File: src/rtl/pos_stack_drain.sv
// -----------------------------------------------------------------------------
// pos_stack_drain
//
// LIFO buffer on the output side of the Viterbi backtrace. During backtrace the
// controller pushes POS tags from the last word to the first. A push_done pulse
// then turns the stack around, and the block drains it through a valid/ready
// handshake. Tags therefore leave in sentence order, first word first. This
// block is the reader end of the Stack_POS write interface.
//
// Parameters:
//   size_state : width of one POS tag
//   DEPTH      : maximum tags per sentence (power of two, >= 2)
//   PTR_W      : stack pointer width, clog2(DEPTH)+1
//
// Ports:
//   clk         : rising-edge clock
//   reset       : asynchronous, active-high reset
//   clear       : synchronous stack clear (reset_Stack_POS)
//   push        : write one tag (RW_Stack_POS)
//   push_tag    : tag to store
//   push_done   : one-cycle pulse, backtrace finished, start draining
//   stack_empty : registered tag count is 0
//   stack_full  : registered tag count equals DEPTH
//   busy        : high while filling or draining
//   out_valid   : out_tag is valid
//   out_ready   : consumer accepts out_tag
//   out_tag     : tag at the top of the stack (0 when out_valid is low)
//   out_last    : high with the final tag of the sentence
//   error       : sticky, set by overflow or by a push while draining
//   tag_count   : registered tag count (only with POS_STACK_COUNT_EN defined)
//
// Optional build macro: POS_STACK_COUNT_EN adds the tag_count output.
// -----------------------------------------------------------------------------
module pos_stack_drain #(
  parameter int unsigned size_state = 4,
  parameter int unsigned DEPTH      = 16,
  parameter int unsigned PTR_W      = 5
) (
  input  logic                  clk,
  input  logic                  reset,
  input  logic                  clear,
  input  logic                  push,
  input  logic [size_state-1:0] push_tag,
  input  logic                  push_done,
  output logic                  stack_empty,
  output logic                  stack_full,
  output logic                  busy,
  output logic                  out_valid,
  input  logic                  out_ready,
  output logic [size_state-1:0] out_tag,
  output logic                  out_last,
  output logic                  error
`ifdef POS_STACK_COUNT_EN
  ,
  output logic [PTR_W-1:0]      tag_count
`endif
);

  localparam int unsigned      IDX_W   = PTR_W - 1;
  localparam logic [PTR_W-1:0] DEPTH_P = PTR_W'(DEPTH);
  localparam logic [PTR_W-1:0] ONE_P   = PTR_W'(1);

  typedef enum logic [1:0] {
    S_IDLE,
    S_FILL,
    S_DRAIN
  } state_e;

  state_e                  state_q, state_d;
  logic [PTR_W-1:0]        sp_q, sp_d;
  logic                    error_q, error_d;
  logic                    wr_en;
  logic [IDX_W-1:0]        wr_idx;
  logic [IDX_W-1:0]        rd_idx;
  logic [size_state-1:0]   mem_q [DEPTH];

  // sp points at the next free slot; the top of stack lives at sp-1.
  assign wr_idx = IDX_W'(sp_q);
  assign rd_idx = IDX_W'(sp_q - ONE_P);

  // ---------------------------------------------------------------------------
  // State / pointer registers
  // ---------------------------------------------------------------------------
  always_ff @(posedge clk or posedge reset) begin
    if (reset) begin
      state_q <= S_IDLE;
      sp_q    <= '0;
      error_q <= 1'b0;
    end else begin
      state_q <= state_d;
      sp_q    <= sp_d;
      error_q <= error_d;
    end
  end

  // Tag storage needs no reset: a slot is only read after it was written.
  always_ff @(posedge clk) begin
    if (wr_en) begin
      mem_q[wr_idx] <= push_tag;
    end
  end

  // ---------------------------------------------------------------------------
  // Next-state logic. Priority: clear > push_done > push > pop.
  // ---------------------------------------------------------------------------
  always_comb begin
    state_d = state_q;
    sp_d    = sp_q;
    error_d = error_q;
    wr_en   = 1'b0;

    if (clear) begin
      state_d = S_IDLE;
      sp_d    = '0;
      error_d = 1'b0;
    end else begin
      unique case (state_q)
        S_IDLE: begin
          // push_done on an empty stack is an empty sentence: nothing to drain.
          if (!push_done && push) begin
            wr_en   = 1'b1;
            sp_d    = sp_q + ONE_P;
            state_d = S_FILL;
          end
        end

        S_FILL: begin
          if (push_done) begin
            state_d = S_DRAIN;
          end else if (push) begin
            if (sp_q == DEPTH_P) begin
              error_d = 1'b1;
            end else begin
              wr_en = 1'b1;
              sp_d  = sp_q + ONE_P;
            end
          end
        end

        S_DRAIN: begin
          // Writes are not allowed while the stack is turned around.
          if (push) begin
            error_d = 1'b1;
          end
          if (out_ready) begin
            sp_d = sp_q - ONE_P;
            if (sp_q == ONE_P) begin
              state_d = S_IDLE;
            end
          end
        end

        default: begin
          state_d = S_IDLE;
        end
      endcase
    end
  end

  // ---------------------------------------------------------------------------
  // Outputs, all decoded from registered state
  // ---------------------------------------------------------------------------
  always_comb begin
    out_valid   = (state_q == S_DRAIN);
    out_tag     = '0;
    out_last    = 1'b0;
    if (out_valid) begin
      out_tag  = mem_q[rd_idx];
      out_last = (sp_q == ONE_P);
    end
    stack_empty = (sp_q == '0);
    stack_full  = (sp_q == DEPTH_P);
    busy        = (state_q != S_IDLE);
    error       = error_q;
  end

`ifdef POS_STACK_COUNT_EN
  assign tag_count = sp_q;
`endif

endmodule

File: config.mk
export PLATFORM = sky130hd
export DESIGN_NAME = pos_stack_drain
export DESIGN_NICKNAME = d
export VERILOG_FILES = /design/src/rtl/pos_stack_drain.sv
export SDC_FILE = /design/constraint.sdc
export NUM_CORES = 1
export LEC_CHECK = 0
export ABC_AREA = 1
export BUFFER_PORTS_ARGS = -buffer_cell sky130_fd_sc_hd__buf_2
export CAP_MARGIN = 10
export CELL_PAD_IN_SITES_DETAIL_PLACEMENT = 0
export CELL_PAD_IN_SITES_GLOBAL_PLACEMENT = 1
export CORE_MARGIN = 1
export CORE_UTILIZATION = 51
export DETAILED_ROUTE_END_ITERATION = 10
export PLACE_DENSITY_LB_ADDON = 0.1
export SETUP_SLACK_MARGIN = 0.3
export SYNTH_ARGS = -nofsm -noshare
export SYNTH_HDL_FRONTEND = slang
export SYNTH_SLANG_ARGS = --single-unit
File: constraint.sdc
create_clock -name clk -period 4.71 [get_ports clk]
set_input_delay 0.2355 -clock clk [delete_from_list [all_inputs] [get_ports clk]]
set_output_delay 0.2355 -clock clk [all_outputs]
set_load 0.01 [all_outputs]
==> key figures <==
Run status
  • Status: completed

Detailed routing
  • Vias per cell: 5.430
  • WL final: 7477 µm
  • Avg WL per Cell: 16.84 µm
  • Via count: ~2400
  • DR iter-0 viols: roughly 190
  • Number of remaining DRC errors: 0
  • DR pass1 iterations: 4
  • ANT nets after route: 0

Place
  • Post-DP HPWL: approximately 5200 µm
  • Gpl congestion: about 0.84
  • IO buf count: 19

Power and ir drop
  • Max VDD drop: between 0.2 and 0.3 mV
  • Power Dens Cells: roughly 580 nW/µm²
  • Static leakage: approximately 1.5 nW

Clock network
  • CTS Buffer Depth: 2
  • Clock root buffer: clkbuf_8
  • CTS Buf Count: 9
  • CTS tree: yes
  • Clock Latency Late Sink: 0.34 ns
  • H-tree levels: 3
  • Post-CTS resize count: 0
  • Clk slew on worst S/H paths: approximately 0.07 ns
  • Clk sinks: 72

Critical path
  • Crit Path Class: register to primary output
  • Critical Path End Type: primary output
  • WP data arrival: 2.85 ns
  • CP most frequent cell: nand3_1
  • Worst path max stage delay: approximately 0.65 ns
  • R2R Path Start: sp_q[0]
  • CP max FO: 36
  • Worst path slowest cell: ha_1
  • Worst EP required: between 4 and 5 ns
  • Critical path, cell by cell: inv_4, ha_1, inv_1, nand3_1, nand3_1, nand3_1, nand2_1, nor2_1, buf_2
  • Worst Reg-to-Reg Cells: 7
  • Buffers plus inverters on the worst setup path: 3
  • CP top delay family: buffers and inverters
  • Critical path launch point type: register
  • R2R Setup Slk: ~2.4 ns
  • R2R Path End: sp_q[1]

Synthesis
  • Adder-cell share of the synthesized area: ~1.5%
  • Main combinational cell family by area after synthesis: simple AND/OR/NAND/NOR gates
  • Simple-gate portion of the synthesized area: between 20% and 30%
  • Yosys warnings: 0
  • Distinct cell type count after synthesis: 30
  • Synth Area in Compound Gates: 2.971%
  • Post-Synthesis Mean Instance Area: approximately 10 µm²
  • Seq/Total Area, Yosys: approximately 62%
  • Xor-xnor portion of the synthesized cell area: roughly 1.3%
  • Synth top area cells: edfxtp_1 (56%), nand2_1 (12%), nand3_1 (8.8%), dfrtp_1 (5.9%), nor2_1 (3.6%)
  • Syn_nets: between 300 and 400
  • Largest area contributor in the netlist: edfxtp_1
  • Proportion of synthesized area in mux cells: 0%
  • Mapped cell area: around 3400 µm²
  • Synth top area share: 56.35%
  • Mapped Cells: between 300 and 400
  • Register bit total from synthesis: slightly above 70

STA
  • Pins over their slew limit: 0
  • Fin crit share: 65.58%
  • Worst Hold Slack: 0.1377 ns
  • Setup Viol. Count Final: 0
  • Final setup TNS: 0 ns
  • Fmax: ~0.32 GHz
  • Worst-Margin Slew: around 0.7 ns
  • RSZ-0062 raised after global routing: no
  • Max_slew headroom: between 50% and 60%
  • Final Hold Fails: 0
  • Min Tclk post-route: between 3 and 4 ns
  • Layout Skew: roughly 0.0075 ns

Hold path
  • Hold Path Depth: 2
  • WHS Endpoint: state_q[0]
  • Worst min-delay path category: input pin to register
  • Hold path start: push_done

GRT
  • First-pass GRT wire length: 12150 µm
  • Overflow after GRT: 0
  • Vias in the first global route: approximately 2300
  • Pin count of the biggest net entering global routing: 39
  • Antenna violations before repair: 0
  • Global Route Usage Sum: between 20% and 30%

Floorplanning
  • Core Area: 6386 µm²
  • Die Width: roughly 84 µm
  • Die Ht: 83.78 µm
  • I/O Pins: 20
  • Initial Util: a little over half
  • Placement Rows: 29
  • Die ar.: about 7000 µm²

Cells and area
  • Fraction of layout cells with a size suffix above 1: roughly 14%
  • Nets: 376
  • Layout area overhead: 8.584%
  • ANT cells: 0
  • FILL cells: 595

Job
  • MaxCap Viol Count: 0
-- cells in the mapped netlist, drive strengths merged --
cell type	count
nand2	113
edfxtp	64
nand3	61
nor2	36
inv	18
a21oi	11
buf	9
dfrtp	8
o21ai	5
ha	4
clkbuf	3
nand4	3
nor3	3
clkinv	1
o22ai	1
xnor2	1
xor2	1
-- report_power, final --
part           switching, W  internal (W)
Clock              0.000221      0.000187
Combinational      0.000655      0.000298
Sequential        0.0000574      0.000729
-- cell families (layout without fill, tap and decap cells) --
family          count (synthesis)  in the layout
compound gates                 17             17
flops                          72             72
simple gates                  216            216
xor+xnor                        2              2
buf+inv                        31             56
fa+ha+maj                       4              4
-- state kept, by name, summed over array words and instances (netlist names) --
register / count
error: 1
state_q: 2
sp_q: 5
mem_q: 64
-- cell usage in the layout (no fill, tap or decap), drive strengths merged --
master	n
dfrtp	8
dlygate4sd3	1
nand3	61
a21oi	11
nor2	36
o21ai	5
inv	18
ha	4
nor3	3
edfxtp	64
buf	20
nand2	113
xor2	1
clkinvlp	2
nand4	3
clkbuf	10
xnor2	1
clkinv	5
o22ai	1
-- routing by layer --
metal,share of wire (%),vias to the layer above,track usage [%],wire length [µm]
li1,-,1198,-,-
met5,0,-,0,0
met1,46,1146,31.80,3460
met4,1.8,0,10.32,131
met2,47,54,36.88,3545
met3,4.5,13,3.759,339
-- worst reg2reg max path: stages (launching register included) --
cell     delay, ns
dfrtp_1       0.41
inv_4         0.29
ha_1          0.66
inv_1         0.43
nor2_1        0.19
a21oi_1       0.05
nand3_1       0.10
nand2_1       0.06
-- how the worst max path moves through the flow --
stage                         to  slack [ns]  cells past startpoint    start
detailed placement    out_tag[0]        1.98                      9  sp_q[0]
floorplan           mem_q[11][0]        2.66                      7  sp_q[0]
global route          out_tag[3]        1.31                      9  sp_q[0]
global placement      out_tag[0]        2.03                      9  sp_q[0]
finish                out_tag[0]        1.62                      9  sp_q[0]
CTS                   out_tag[0]        1.61                      9  sp_q[0]
-- cell type report --
| cell class | count | area [µm²] | area share (%) |
|---|---|---|---|
| flip-flops and latches | 72 | 2122 | 57.30 |
| multi-input cells | 239 | 1135 | 30.64 |
| clock buffers | 10 | 127.6 | 3.446 |
| repair buffers | 21 | 112.6 | 3.041 |
| well taps | 77 | 96.34 | 2.601 |
| inverters | 19 | 73.82 | 1.993 |
| clock inverters | 6 | 36.28 | 0.9797 |
-- metrics by stage --
stage | total power (W) | cells | setup slack (ns) | utilization (%) | cell area, µm²
4_1_cts | 0.002156 | 444 | 1.607 | 57.99 | 3704
2_1_floorplan | 0.001550 | 342 | 2.659 | - | 3411
3_5_place_dp | 0.001751 | 427 | 1.981 | 55.27 | 3530
3_3_place_gp | 0.001745 | 427 | 2.029 | 55.27 | 3530
5_1_grt | 0.002317 | 444 | 1.315 | 57.99 | 3704
6_report | 0.002146 | 444 | 1.621 | 57.99 | 3704
-- repair_timing --
action	in CTS	in global routing
buffers inserted	0	0
hold endpoints to repair	8	0
hold buffers	1	0
(Power assumes the default switching activity.)
